--- src/rtl/branch_resolve_pkg.sv ---
// Shared instruction types plus the branch-resolution additions.
package branch_resolve_pkg;

  localparam int unsigned PC_W = 32;

  typedef logic [PC_W-1:0] program_counter_t;

  typedef enum logic [2:0] {
    OP_BRU_BEQ,
    OP_BRU_BNE,
    OP_BRU_BLT,
    OP_BRU_BGE,
    OP_BRU_BLTU,
    OP_BRU_BGEU,
    OP_BRU_JAL,
    OP_BRU_JALR
  } decode_bru_op_t;

  // Predictor/fetch update record for one resolved branch.
  typedef struct packed {
    program_counter_t pc;
    program_counter_t target;
    logic             taken;
    logic             is_jalr;
    logic             mispred;
  } branch_update_t;

  typedef enum logic {
    RSV_IDLE,
    RSV_REDIRECT
  } resolve_state_t;

endpackage

--- src/rtl/branch_resolve_wrap_counter.sv ---
// Free-running wrapping event counter.
module wrap_counter #(
  parameter int unsigned W = 32
) (
  input  logic         i_clk,
  input  logic         i_rst_n,
  input  logic         i_en,
  output logic [W-1:0] o_cnt
);

  // Increment on enable; overflow wraps naturally.
  always_ff @(posedge i_clk or negedge i_rst_n) begin
    if (!i_rst_n) begin
      o_cnt <= '0;
    end else if (i_en) begin
      o_cnt <= o_cnt + W'(1);
    end
  end

endmodule

--- src/rtl/branch_resolve.sv ---
// Branch resolution: registers outcomes, detects mispredicts, holds redirects.
module branch_resolve
  import branch_resolve_pkg::*;
#(
  parameter int unsigned CNT_W = 32,
  parameter int unsigned TAG_W = 6
) (
  input  logic             i_clk,
  input  logic             i_rst_n,
  input  logic             i_e,
  input  decode_bru_op_t   i_op,
  input  program_counter_t i_pc,
  input  logic [TAG_W-1:0] i_tag,
  input  program_counter_t i_dest_pc,
  input  logic             i_taken,
  input  program_counter_t i_pred_pc,
  input  logic             i_pred_taken,
  input  logic             i_flush,
  output logic             o_stall,
  output logic             o_redirect_valid,
  output program_counter_t o_redirect_pc,
  output logic [TAG_W-1:0] o_redirect_tag,
  input  logic             i_redirect_ready,
  output logic             o_upd_valid,
  output program_counter_t o_upd_pc,
  output program_counter_t o_upd_target,
  output logic             o_upd_taken,
  output logic             o_upd_is_jalr,
  output logic             o_upd_mispred,
  output logic [CNT_W-1:0] o_branch_cnt,
  output logic [CNT_W-1:0] o_mispred_cnt
);

  resolve_state_t state_q;
  resolve_state_t state_d;
  logic           capture_c;
  logic           mispred_c;
  branch_update_t upd_q;

  // Predicted-taken is informational only; the PC compare decides mispredicts.
  logic unused_pred_taken;
  assign unused_pred_taken = i_pred_taken;

  // State register.
  always_ff @(posedge i_clk or negedge i_rst_n) begin
    if (!i_rst_n) begin
      state_q <= RSV_IDLE;
    end else begin
      state_q <= state_d;
    end
  end

  // Next state and capture decision; flush overrides everything.
  always_comb begin
    state_d   = state_q;
    capture_c = 1'b0;
    mispred_c = (i_dest_pc != i_pred_pc);
    if (i_flush) begin
      state_d = RSV_IDLE;
    end else begin
      case (state_q)
        RSV_IDLE: begin
          capture_c = i_e;
          if (i_e && mispred_c) begin
            state_d = RSV_REDIRECT;
          end
        end
        RSV_REDIRECT: begin
          if (i_redirect_ready) begin
            state_d = RSV_IDLE;
          end
        end
        default: state_d = RSV_IDLE;
      endcase
    end
  end

  // Stall is a pure decode of state so it never depends on same-cycle inputs.
  assign o_stall = (state_q == RSV_REDIRECT);

  // Redirect request registers; target and tag hold while the request waits.
  always_ff @(posedge i_clk or negedge i_rst_n) begin
    if (!i_rst_n) begin
      o_redirect_valid <= 1'b0;
      o_redirect_pc    <= '0;
      o_redirect_tag   <= '0;
    end else begin
      o_redirect_valid <= (state_d == RSV_REDIRECT);
      if (capture_c && mispred_c) begin
        o_redirect_pc  <= i_dest_pc;
        o_redirect_tag <= i_tag;
      end
    end
  end

  // One-cycle predictor update record per captured branch.
  always_ff @(posedge i_clk or negedge i_rst_n) begin
    if (!i_rst_n) begin
      o_upd_valid <= 1'b0;
      upd_q       <= '0;
    end else begin
      o_upd_valid <= capture_c;
      if (capture_c) begin
        upd_q.pc      <= i_pc;
        upd_q.target  <= i_dest_pc;
        upd_q.taken   <= i_taken;
        upd_q.is_jalr <= (i_op == OP_BRU_JALR);
        upd_q.mispred <= mispred_c;
      end
    end
  end

  assign o_upd_pc      = upd_q.pc;
  assign o_upd_target  = upd_q.target;
  assign o_upd_taken   = upd_q.taken;
  assign o_upd_is_jalr = upd_q.is_jalr;
  assign o_upd_mispred = upd_q.mispred;

  // Resolved-branch and mispredict statistics.
  wrap_counter #(.W(CNT_W)) u_branch_cnt (
    .i_clk   (i_clk),
    .i_rst_n (i_rst_n),
    .i_en    (capture_c),
    .o_cnt   (o_branch_cnt)
  );

  wrap_counter #(.W(CNT_W)) u_mispred_cnt (
    .i_clk   (i_clk),
    .i_rst_n (i_rst_n),
    .i_en    (capture_c && mispred_c),
    .o_cnt   (o_mispred_cnt)
  );

endmodule

--- config.mk ---
export PLATFORM = sky130hd
export DESIGN_NAME = branch_resolve
export DESIGN_NICKNAME = d
export VERILOG_FILES = /design/src/rtl/branch_resolve_pkg.sv /design/src/rtl/branch_resolve_wrap_counter.sv /design/src/rtl/branch_resolve.sv
export SDC_FILE = /design/constraint.sdc
export NUM_CORES = 1
export LEC_CHECK = 0
export BUFFER_PORTS_ARGS = -buffer_cell sky130_fd_sc_hd__buf_4
export CAP_MARGIN = 40
export CORE_ASPECT_RATIO = 1.5
export CORE_UTILIZATION = 40
export CTS_BUF_LIST = sky130_fd_sc_hd__clkbuf_8
export DETAILED_ROUTE_END_ITERATION = 8
export HOLD_SLACK_MARGIN = 0.15
export PLACE_DENSITY = 0.78
export SETUP_SLACK_MARGIN = 0.4
export SYNTH_ARGS = -nofsm -noshare
export SYNTH_HDL_FRONTEND = slang
export SYNTH_SLANG_ARGS = --single-unit
--- constraint.sdc ---
create_clock -name i_clk -period 1.7 [get_ports i_clk]
set_clock_uncertainty 0.15 [all_clocks]
set_input_delay 0.34 -clock i_clk [delete_from_list [all_inputs] [get_ports i_clk]]
set_output_delay 0.34 -clock i_clk [all_outputs]
set_load 0.02 [all_outputs]
After elaboration in Yosys (flattened, before gate mapping)
Cells that the tools add are included.
- add/subtract/negate cells: 2
- equal/unequal tests: 2
- muxes and demuxes: 6
- bitwise gates (word level): 1
- reductions and logical operators: 2
- operator list (kind ; count):
    $add A32 B1 Y32 const B ; 2
    $ne A32 B32 Y1 ; 1
    $mux W1 ; 5
    $eq A3 B3 Y1 const B ; 1
    $logic_and A1 B1 Y1 ; 2
    $pmux W1 S2 ; 1
    $not A1 Y1 ; 1
- flip-flop bits (word level): 171
- output and inout port bits: 172
- word-level logic and storage cells: 24

Longest topological paths before layout
- depth after elaboration: 5
- mapped depth: 8
- depth with buffers taken out: 6

By module
From an unflattened synthesis, not the netlist that was laid out.
- cells, all modules: 520
- area total of the unflattened synthesis: 7233.2 um^2
- modules (own cells, without submodules) (module ; instances ; cells each ; area an instance (um^2)):
    branch_resolve ; 1 ; 274 ; 4335.4
    wrap_counter ; 2 ; 123 ; 1448.9

Least setup slack after synthesis
No wires, ideal clock.
- kind: reg2reg
- from: register o_redirect_valid (netlist name)
- to: register o_redirect_pc[0]
- setup time: 0.125 ns
- data arrival time: 1.770 ns
- data required time: 1.425 ns
- setup slack: -0.345 ns
- stages on the path, launching flop included: 6
- buffers on the path: 2
- period minus slack after synthesis: 2.045 ns
- cells stage by stage: dfrtp_1 or3b_1 buf_2 a21oi_2 buf_6 mux2_4
- RTL lines (item ; line ; source):
    end signal: assignment ; branch_resolve.sv:90 ; o_redirect_pc <= i_dest_pc;
    end: declaration ; branch_resolve.sv:21 ; output program_counter_t o_redirect_pc,

==> out/metrics.yaml <==
clock_sinks: 171
synthTopCellsByArea: "dfrtp_1, nand2_1, xnor2_1"
ys_types: 38
start_util: 0.408
syn_nets: 803
synth_edf_count: 0
core_area_um2: 18500
cts_buffers: 17
fin_crit_sh: 1.25
drt-wirelength-per-cell_um: 18.7
route.detailed.drc: 0
grt_pass1_vias: 7684
setup_slack_ns: -0.423
place_inst: 1318
max_freq_mhz: 471
vias_per_cell: 4.99
post-place-ws_ns: -0.735
final.min_clock_period_ns: 2.12
holdWs_ns: 0.179
grt-ovfl-total: 0
ir_worst_vdd_mv: 0.767
required_ns: 1.90
synth_area_leader_cell: "dfrtp_1"
syn_inst: 689
cts_tree: "done"
final_design_area_no_fill_um2: 13700
cp_max_fo: 5
synth_top_area_share: 0.566
grt_setup_unrepaired: "true"
utilization: 0.740
maxSlewViolCount: 0
yosys_warnings: 0
final_cells: 1487
fillerInstances: 1082
cts_max_level: 4
drt_pass1_iterations: 4
die-area_um2: 19500
setup_tns_ns: -35.30
worst_slew_pin_slew_ns: 0.452
grt_pass1_wl_um: 39600
clock_tree.root_cell: "clkbuf_8"
violations: "setup timing"
yosysMostFrequentCell: "nand2_1"
insertedDiodeCount: 0
crit_type: "register to register"
gp_congestion: 0.800
fp.dieW_um: 114
placed_area_um2: 11000
slew_headroom: 0.698
avgSynthCellArea_um2: 11.0
max-clock-path-buffers: 2
drt_iter0_markers: 299
antenna_found_initial: 0
async_reset_ff_frac: 1.00
p_leak_nw: 7.05
endpoint_kind: "register"
io_buffers: 282
hold_viol: 0
ys_ff_latch: 171
finalWirelength_um: 27900
power_density_nw_per_um2: 903
worst_hold_path_type: "input pin to async pin"
dpl.hpwl_um: 16200
clk_latency_ns: 0.45
nets: 1336
setup_violations: 164
antenna_left: 0
ys_seq_area_frac: 0.566
startpoint_type: "register"
rows: 61
synth_ff_type: "dfrtp_1"
critPathArrivalTime_ns: 2.32
ios: 284
gr-usage-all-layers: 0.267
drv_cap: 0
via_count: 7421
path_clk_slew_ns: 0.10
die_h_um: 170
area_delta_synth_final_pct: 81.5
grt_max_degree: 61
syn_area_um2: 7560
p_total_mw: 12.4
drive_gt1_frac: 0.520
status: "complete, but fails checks"
synthTopCellsByCount: "nand2_1, dfrtp_1, xnor2_1"
[logic make-up after synthesis]
group | synth area share
flip-flops | 0.566
adder cells (fa/ha/maj) | 0.00331
buffers and inverters | 0.0258
multiplexers | 0.0730
XOR/XNOR | 0.109
AO/OA/AOI/OAI | 0.0318
AND/OR/NAND/NOR | 0.191
[timing repair]
| action | 4_1_cts | 5_1_grt |
|---|---|---|
| cloned | 9 | 3 |
| resized for setup | 112 | 97 |
| pin swaps | 47 | 30 |
| buffers inserted | 20 | 29 |
| endpoints found under the hold margin | 276 | 0 |
| hold buffers | 76 | 0 |
| setup endpoints to repair | 343 | 343 |
[layout make-up]
cell class | instances | area (um^2) | area share
Sequential cell | 171 | 4300 | 0.313
Timing Repair Buffer | 544 | 5060 | 0.369
Clock inverter | 15 | 143 | 0.0104
Inverter | 6 | 25.0 | 0.00182
Multi-Input combinational cell | 482 | 3650 | 0.266
Tap cell | 252 | 315 | 0.0230
Clock buffer | 17 | 234 | 0.0170
[flip-flops by register name, indices dropped and copies added, names as in the netlist]
| register | flops |
|---|---|
| o_upd_pc | 32 |
| u_branch_cnt.o_cnt | 32 |
| o_redirect_valid | 1 |
| u_mispred_cnt.o_cnt | 32 |
| o_redirect_tag | 6 |
| o_upd_is_jalr | 1 |
| o_redirect_pc | 32 |
| o_upd_mispred | 1 |
| o_upd_target | 32 |
| o_upd_valid | 1 |
| o_upd_taken | 1 |
[final timing paths]
path	from	to	slack [ns]	depth (start not counted)
max in group asynchronous	i_rst_n	o_redirect_pc[17]$_DFFE_PN0P_	0.61	3
setup reg to reg	o_redirect_valid$_DFF_PN0_	u_mispred_cnt.o_cnt[8]$_DFFE_PN0P_	-0.42	7
setup / recovery	o_redirect_valid$_DFF_PN0_	u_mispred_cnt.o_cnt[8]$_DFFE_PN0P_	-0.42	7
min in group i_clk	i_flush	o_redirect_valid$_DFF_PN0_	0.26	4
hold / removal	i_rst_n	u_mispred_cnt.o_cnt[31]$_DFFE_PN0P_	0.18	2
hold reg to reg	o_upd_pc[2]$_DFFE_PN0P_	o_upd_pc[2]$_DFFE_PN0P_	0.33	2
[power by group]
group          total [mW]  internal, mW  switching (mW)  leakage [nW]
registers            5.13          4.66           0.473          2.14
clock network        2.82          1.20            1.63         0.191
logic                4.43          2.29            2.15          4.71
[metal layers]
metal / wire [um] / up-vias / GRT usage
met5: 0 / - / 0
li1: - / 3345 / -
met4: 1360 / 0 / 0.146
met1: 9720 / 3677 / 0.268
met3: 1350 / 90 / 0.0499
met2: 15400 / 309 / 0.511
[cell usage in the layout (no fill, tap or decap), drive strengths merged, types with 2 or more instances in the layout]
cell and instances:
a211oi 10, nand3 21, and3 10, and2 2, dlygate4sd3 76, ha 2, xor2 37, mux2 39
a2111oi 4, nor3 10, clkinv 3, nand4 27, and4 3, or2 3, nor4 4, dfrtp 171
nand2 224, clkinvlp 3, nor2 6, xnor2 57, bufbuf 3, a21oi 16, buf 462, inv 14
clkbuf 20
[worst max-delay path, cell delays in order (launching register included)]
cell and delay (ns):
dfrtp_2 0.43, or3b_4 0.48, buf_12 0.17, inv_4 0.11, buf_4 0.14, nand2_1 0.10, a2111oi_4 0.26, xor2_1 0.20
(Power assumes the default switching activity.)
